===== src/rtl/marker_pkg.sv =====
// Shared widths, slot record and FSM encoding for the marker target tracker.
package marker_pkg;
  localparam int SCREEN_WIDTH  = 1280;
  localparam int SCREEN_HEIGHT = 720;
  localparam int SCORE_W       = 11;
  localparam int XW            = $clog2(SCREEN_WIDTH) + 1;
  localparam int YW            = $clog2(SCREEN_HEIGHT) + 1;
  localparam int DW            = 2 * XW + 1;

  typedef struct packed {
    logic [XW-1:0]      x;
    logic [YW-1:0]      y;
    logic [YW-1:0]      diam;
    logic [SCORE_W-1:0] score;
    logic [3:0]         age;
    logic               seen;
    logic               valid;
  } target_slot_t;

  typedef enum logic [2:0] {
    ST_IDLE,
    ST_SCAN,
    ST_COMMIT,
    ST_AGE,
    ST_PUBLISH
  } tracker_state_t;
endpackage


===== src/rtl/target_match.sv =====
// Combinational circle test of one detection against one slot (squared distance vs diameter squared).
module target_match
  import marker_pkg::*;
(
  input  logic [XW-1:0] slot_x,
  input  logic [YW-1:0] slot_y,
  input  logic [YW-1:0] slot_diam,
  input  logic          slot_valid,
  input  logic [XW-1:0] ev_x,
  input  logic [YW-1:0] ev_y,
  output logic          hit,
  output logic [DW-1:0] dist_sq
);
  logic [XW-1:0] adx;
  logic [YW-1:0] ady;
  logic [DW-1:0] diam_sq;

  always_comb begin
    adx     = (ev_x >= slot_x) ? (ev_x - slot_x) : (slot_x - ev_x);
    ady     = (ev_y >= slot_y) ? (ev_y - slot_y) : (slot_y - ev_y);
    dist_sq = DW'(adx) * DW'(adx) + DW'(ady) * DW'(ady);
    diam_sq = DW'(slot_diam) * DW'(slot_diam);
    hit     = slot_valid && (dist_sq <= diam_sq);
  end
endmodule


===== src/rtl/target_tracker.sv =====
// Multi-slot marker tracker: sequential slot scan per detection, score-based replacement,
// per-frame aging and a registered snapshot published once per frame.
module target_tracker
  import marker_pkg::*;
#(
  parameter int NUM_TARGETS = 4,
  parameter int MAX_MISS    = 2
) (
  input  logic                               clk_in,
  input  logic                               rst_n_in,
  input  logic                               frame_start_in,
  input  logic                               det_valid_in,
  output logic                               det_ready_out,
  input  logic [XW-1:0]                      det_x_in,
  input  logic [YW-1:0]                      det_y_in,
  input  logic [YW-1:0]                      det_diam_in,
  input  logic [SCORE_W-1:0]                 det_score_in,
  output logic [NUM_TARGETS-1:0][XW-1:0]     xcount_out,
  output logic [NUM_TARGETS-1:0][YW-1:0]     ycount_out,
  output logic [NUM_TARGETS-1:0][YW-1:0]     diameter_out,
  output logic [NUM_TARGETS-1:0]             valid_out,
  output logic                               frame_done_out,
  output logic [15:0]                        drop_count_out
);
  localparam int IW = $clog2(NUM_TARGETS);
  localparam logic [IW-1:0] LAST_IDX = IW'(NUM_TARGETS - 1);
  localparam logic [3:0] MISS_LIMIT = 4'(MAX_MISS);

  tracker_state_t     state, state_nxt;
  logic               fs_pending, pend_nxt, ready_q, accept;
  logic [IW-1:0]      idx;
  target_slot_t       slots [NUM_TARGETS];
  target_slot_t       aged  [NUM_TARGETS];
  target_slot_t       new_slot;
  logic [XW-1:0]      ev_x;
  logic [YW-1:0]      ev_y, ev_diam;
  logic [SCORE_W-1:0] ev_score, worst_score;
  logic               hit_found, free_found, worst_found;
  logic               hit_seen, free_seen, worst_seen;
  logic [IW-1:0]      hit_idx, free_idx, worst_idx;
  logic               m_hit;
  logic [DW-1:0]      dist_sq_unused;

  target_match u_match (
    .slot_x     (slots[idx].x),
    .slot_y     (slots[idx].y),
    .slot_diam  (slots[idx].diam),
    .slot_valid (slots[idx].valid),
    .ev_x       (ev_x),
    .ev_y       (ev_y),
    .hit        (m_hit),
    .dist_sq    (dist_sq_unused)
  );

  assign det_ready_out = ready_q;
  assign accept        = det_valid_in && ready_q && (state == ST_IDLE);
  assign new_slot      = '{x: ev_x, y: ev_y, diam: ev_diam, score: ev_score,
                           age: 4'd0, seen: 1'b1, valid: 1'b1};
  // Scan trackers restart at slot 0, so earlier-slot results only count once idx has moved on
  assign hit_seen      = hit_found   && (idx != '0);
  assign free_seen     = free_found  && (idx != '0);
  assign worst_seen    = worst_found && (idx != '0);

  always_comb begin
    state_nxt = state;
    case (state)
      ST_IDLE:    if (accept) state_nxt = ST_SCAN;
                  else if (fs_pending || frame_start_in) state_nxt = ST_AGE;
      ST_SCAN:    if (idx == LAST_IDX) state_nxt = ST_COMMIT;
      ST_COMMIT:  state_nxt = ST_IDLE;
      ST_AGE:     state_nxt = ST_PUBLISH;
      ST_PUBLISH: state_nxt = ST_IDLE;
      default:    state_nxt = ST_IDLE;
    endcase
    pend_nxt = fs_pending | frame_start_in;
    if ((state == ST_IDLE) && (state_nxt == ST_AGE)) pend_nxt = 1'b0;
  end

  // Frame-end view of every slot; score goes to all-ones so the next frame's best hit re-centres it
  always_comb begin
    for (int i = 0; i < NUM_TARGETS; i++) begin
      aged[i] = slots[i];
      if (slots[i].valid) begin
        if (slots[i].seen) begin
          aged[i].age = 4'd0;
        end else begin
          aged[i].age = slots[i].age + 4'd1;
          if (slots[i].age + 4'd1 == MISS_LIMIT) aged[i].valid = 1'b0;
        end
        aged[i].seen  = 1'b0;
        aged[i].score = '1;
      end
    end
  end

  always_ff @(posedge clk_in or negedge rst_n_in) begin
    if (!rst_n_in) begin
      state          <= ST_IDLE;
      fs_pending     <= 1'b0;
      ready_q        <= 1'b0;
      idx            <= '0;
      ev_x           <= '0;
      ev_y           <= '0;
      ev_diam        <= '0;
      ev_score       <= '0;
      hit_found      <= 1'b0;
      free_found     <= 1'b0;
      worst_found    <= 1'b0;
      hit_idx        <= '0;
      free_idx       <= '0;
      worst_idx      <= '0;
      worst_score    <= '0;
      frame_done_out <= 1'b0;
      drop_count_out <= '0;
      xcount_out     <= '0;
      ycount_out     <= '0;
      diameter_out   <= '0;
      valid_out      <= '0;
      for (int i = 0; i < NUM_TARGETS; i++) slots[i] <= '0;
    end else begin
      state          <= state_nxt;
      fs_pending     <= pend_nxt;
      ready_q        <= (state_nxt == ST_IDLE) && !pend_nxt;
      frame_done_out <= (state == ST_AGE);
      case (state)
        ST_IDLE: if (accept) begin
          ev_x     <= det_x_in;
          ev_y     <= det_y_in;
          ev_diam  <= det_diam_in;
          ev_score <= det_score_in;
          idx      <= '0;
        end
        ST_SCAN: begin
          if (!hit_seen && m_hit) begin
            hit_found <= 1'b1;
            hit_idx   <= idx;
          end else begin
            hit_found <= hit_seen;
          end
          if (!free_seen && !slots[idx].valid) begin
            free_found <= 1'b1;
            free_idx   <= idx;
          end else begin
            free_found <= free_seen;
          end
          if (slots[idx].valid && (!worst_seen || (slots[idx].score > worst_score))) begin
            worst_found <= 1'b1;
            worst_idx   <= idx;
            worst_score <= slots[idx].score;
          end else begin
            worst_found <= worst_seen;
          end
          idx <= idx + IW'(1);
        end
        ST_COMMIT: begin
          if (hit_found) begin
            slots[hit_idx].seen <= 1'b1;
            if (ev_score < slots[hit_idx].score) begin
              slots[hit_idx].x     <= ev_x;
              slots[hit_idx].y     <= ev_y;
              slots[hit_idx].diam  <= ev_diam;
              slots[hit_idx].score <= ev_score;
            end
          end else if (free_found) begin
            slots[free_idx] <= new_slot;
          end else if (worst_found && (ev_score < worst_score)) begin
            slots[worst_idx] <= new_slot;
          end else if (drop_count_out != 16'hFFFF) begin
            drop_count_out <= drop_count_out + 16'd1;
          end
        end
        // Snapshot is loaded with the aged table so it is fresh while frame_done_out is high
        ST_AGE: begin
          for (int i = 0; i < NUM_TARGETS; i++) begin
            slots[i]        <= aged[i];
            xcount_out[i]   <= aged[i].x;
            ycount_out[i]   <= aged[i].y;
            diameter_out[i] <= aged[i].diam;
            valid_out[i]    <= aged[i].valid;
          end
        end
        default: ;
      endcase
    end
  end
endmodule


===== config.mk =====
export PLATFORM = sky130hd
export DESIGN_NAME = target_tracker
export DESIGN_NICKNAME = d
export VERILOG_FILES = /design/src/rtl/marker_pkg.sv /design/src/rtl/target_match.sv /design/src/rtl/target_tracker.sv
export SDC_FILE = /design/constraint.sdc
export NUM_CORES = 2
export LEC_CHECK = 0
export ABC_AREA = 1
export CAP_MARGIN = 0
export CORE_ASPECT_RATIO = 0.9
export CORE_UTILIZATION = 50
export CTS_CLUSTER_SIZE = 24
export DETAILED_ROUTE_END_ITERATION = 10
export HOLD_SLACK_MARGIN = 0.12
export PLACE_DENSITY = 0.69
export SYNTH_ARGS = -nofsm -noshare
export SYNTH_HDL_FRONTEND = slang
export SYNTH_SLANG_ARGS = --single-unit

===== constraint.sdc =====
create_clock -name clk_in -period 11.6 [get_ports clk_in]
set_clock_uncertainty 0.2 [all_clocks]
set_input_delay 3.48 -clock clk_in [delete_from_list [all_inputs] [get_ports clk_in]]
set_output_delay 3.48 -clock clk_in [all_outputs]
set_load 0.01 [all_outputs]

==> flow_summary.toml <==
[clock_tree]
cts_tree = "done"
cts_resized = 0
cts_max_level = 2
cts_num_sinks = 433
path_clk_slew_ns = 0.07
postCtsSetupBuffers = 0
clock_path_buffers = 3
cts-root-buf = "clkbuf_16"
clk_latency_ns = 0.58
cts-hold-fix-buffers = 0
cts_inserted_buffers = 44

[routing]
drt_wl_total_mm = 98.3
first_iter_violations = 2405
drtPass1Iterations = 8
remaining_drc_errors = 0
wire_per_inst_um = 18.1
vias = 29083
viasPerCell = 5.36
drtAntennaViolNets = 0

[sta]
setup_viol = 0
worstMarginPinSlew_ns = 1.16
grt_setup_unrepaired = "false"
fin_setup_tns_ns = 0
fmax_ghz = 0.0912
drv_slew = 0
slew_headroom = 0.224
period_minus_slack_ns = 10.97
finalCritPeriodShare = 0.945
finalHoldViolCount = 0

[yosys]
ys_seq_elements = 433
yosysUniqueCellTypes = 50
synthTopCellsByCount = "nand2_1 (1296), inv_1 (671), dfrtp_1 (433)"
ys_warn_count = 0
synth_nets = 4982
avgSynthCellArea_um2 = 7.81
synth_top_cell_area_share = 0.315
ys.flop_type = "dfrtp_1"
async_flop_share = 1.00
syn_inst = 4405
synth_seq_area_share = 0.315
yosys-top-cells-area = "dfrtp_1 (31%), fa_1 (15%), nand2_1 (14%)"
syn_area_um2 = 34400
yosysMostFrequentCell = "nand2_1"
synth_edf_count = 0
yosysTopAreaCell = "dfrtp_1"

[placed_design]
gp_congestion = 0.955
post-dp-hpwl_mm = 75.4
port_buffers = 206
dp_cells = 5340

[critical_path]
crit_slowest_cell = "inv_2"
crit_buf_inv = 8
r2r-end = "hit_idx[0]$_DFFE_PN0P_"
worstSetupPathType = "reg -> reg"
cp_common_cell = "fa_1"
r2r_setup_slack_ns = 0.63
cp-start-kind = "register"
reg2reg_depth = 41
crit_fanout = 37
worst_setup_path_end_kind = "register"
required_ns = 11.86
slowest_delay_ns = 0.70
r2r-start = "idx[0]$_DFFE_PN0P_"
critical_path_arrival_ns = 11.23
crit_family = "adder cells"

[run_status]
status = "complete, no violations"

[cells_and_area]
layout.nets = 5089
fillCellCount = 6190
drive_above_1_share = 0.0312
stdcell_count = 5421
synthToLayoutAreaGrowth_pct = 12.0
diodes = 0

[floorplan]
io_pins = 207
start_util = 0.509
die_w_um = 279
fp.dieH_um = 251
dieArea_um2 = 69900
rows = 90
coreArea_um2 = 67600

[min_path]
min_from = "ycount_out[35]$_DFFE_PN0P_"
min_to = "ycount_out[35]$_DFFE_PN0P_"
hold_class = "reg -> reg"
whs_path_depth = 2

[global_routing]
grt_pass1_vias = 28250
grt_usage = 0.284
grt_pass1_wl_mm = 157
antenna_found_initial = 1
grt_start_max_net_pins = 155
grt-ovfl-total = 0

[flow_run]
maxCapViolCount = 0
-- tightest hold or removal path: stages (launching register included) --
cell     delay [ns]
dfrtp_1        0.34
nand2_1        0.05
nand2_1        0.04
-- cell type report --
cell class                      count  area [um2]  share of cell area
Clock buffer                       61        1300              0.0336
Multi-Input combinational cell   3112       20200               0.524
Inverter                          689        2590              0.0672
Timing Repair Buffer              232        2270              0.0590
Sequential cell                   433       10800               0.281
Clock inverter                     20         250             0.00649
Tap cell                          874        1090              0.0284
-- layer usage --
layer  track usage  share of wire
met5             0        0.00013
met4        0.0830          0.029
met3        0.0416          0.069
met2         0.446           0.45
met1         0.408           0.45
-- cell families after synthesis --
family                   Yosys count  share of synthesized area
AO/OA/AOI/OAI                    624                      0.102
XOR/XNOR                          99                     0.0252
flip-flops                       433                      0.315
buffers and inverters            860                     0.0986
adder cells (fa/ha/maj)          528                      0.247
AND/OR/NAND/NOR                 1861                      0.212
-- registers in the layout, summed over array words and instances (netlist names), 2 cells and up --
signal	flops
ycount_out	44
worst_score	11
ev_y	11
free_idx	2
hit_idx	2
state	3
diameter_out	44
idx	2
valid_out	4
drop_count_out	16
ev_x	12
worst_idx	2
xcount_out	48
ev_score	11
ev_diam	11
slots	68
aged	136
-- cell usage in the layout (no fill, tap or decap), types with 31 or more instances in the layout --
master / instances
xnor2_1: 36
clkbuf_16: 45
nand3_1: 98
xor2_1: 63
ha_1: 275
nor2_1: 390
o21ai_1: 92
fa_1: 253
inv_1: 670
clkdlybuf4s50_1: 205
a32oi_1: 31
dfrtp_1: 432
nand2_1: 1295
a21oi_1: 189
o21ai_0: 217
-- per-stage QoR --
step / util / worst slack [ns] / area, um2 / hold WS [ns]
after floorplan: - / 2.10 / 34400 / 0.242
after global placement: 0.548 / 0.870 / 37000 / 0.253
after detailed placement: 0.548 / 0.812 / 37000 / 0.258
after CTS: 0.571 / 0.753 / 38600 / 0.273
after global routing: 0.571 / 0.0349 / 38600 / 0.283
final: 0.571 / 0.634 / 38600 / 0.269
-- worst max path at each step --
| stage | cells past startpoint | startpoint | end |
|---|---|---|---|
| final | 41 | idx[0]$_DFFE_PN0P_ | hit_idx[0]$_DFFE_PN0P_ |
| after detailed placement | 41 | idx[0]$_DFFE_PN0P_ | hit_idx[0]$_DFFE_PN0P_ |
| after CTS | 41 | idx[0]$_DFFE_PN0P_ | hit_idx[0]$_DFFE_PN0P_ |
| after global routing | 41 | idx[0]$_DFFE_PN0P_ | hit_idx[0]$_DFFE_PN0P_ |
| after floorplan | 52 | idx[0]$_DFFE_PN0P_ | hit_found$_DFFE_PN0P_ |
| after global placement | 47 | idx[0]$_DFFE_PN0P_ | hit_idx[0]$_DFFE_PN0P_ |
Power is not shown: default switching activity piles up to over one toggle a cycle in this logic, so the estimate is an artifact.
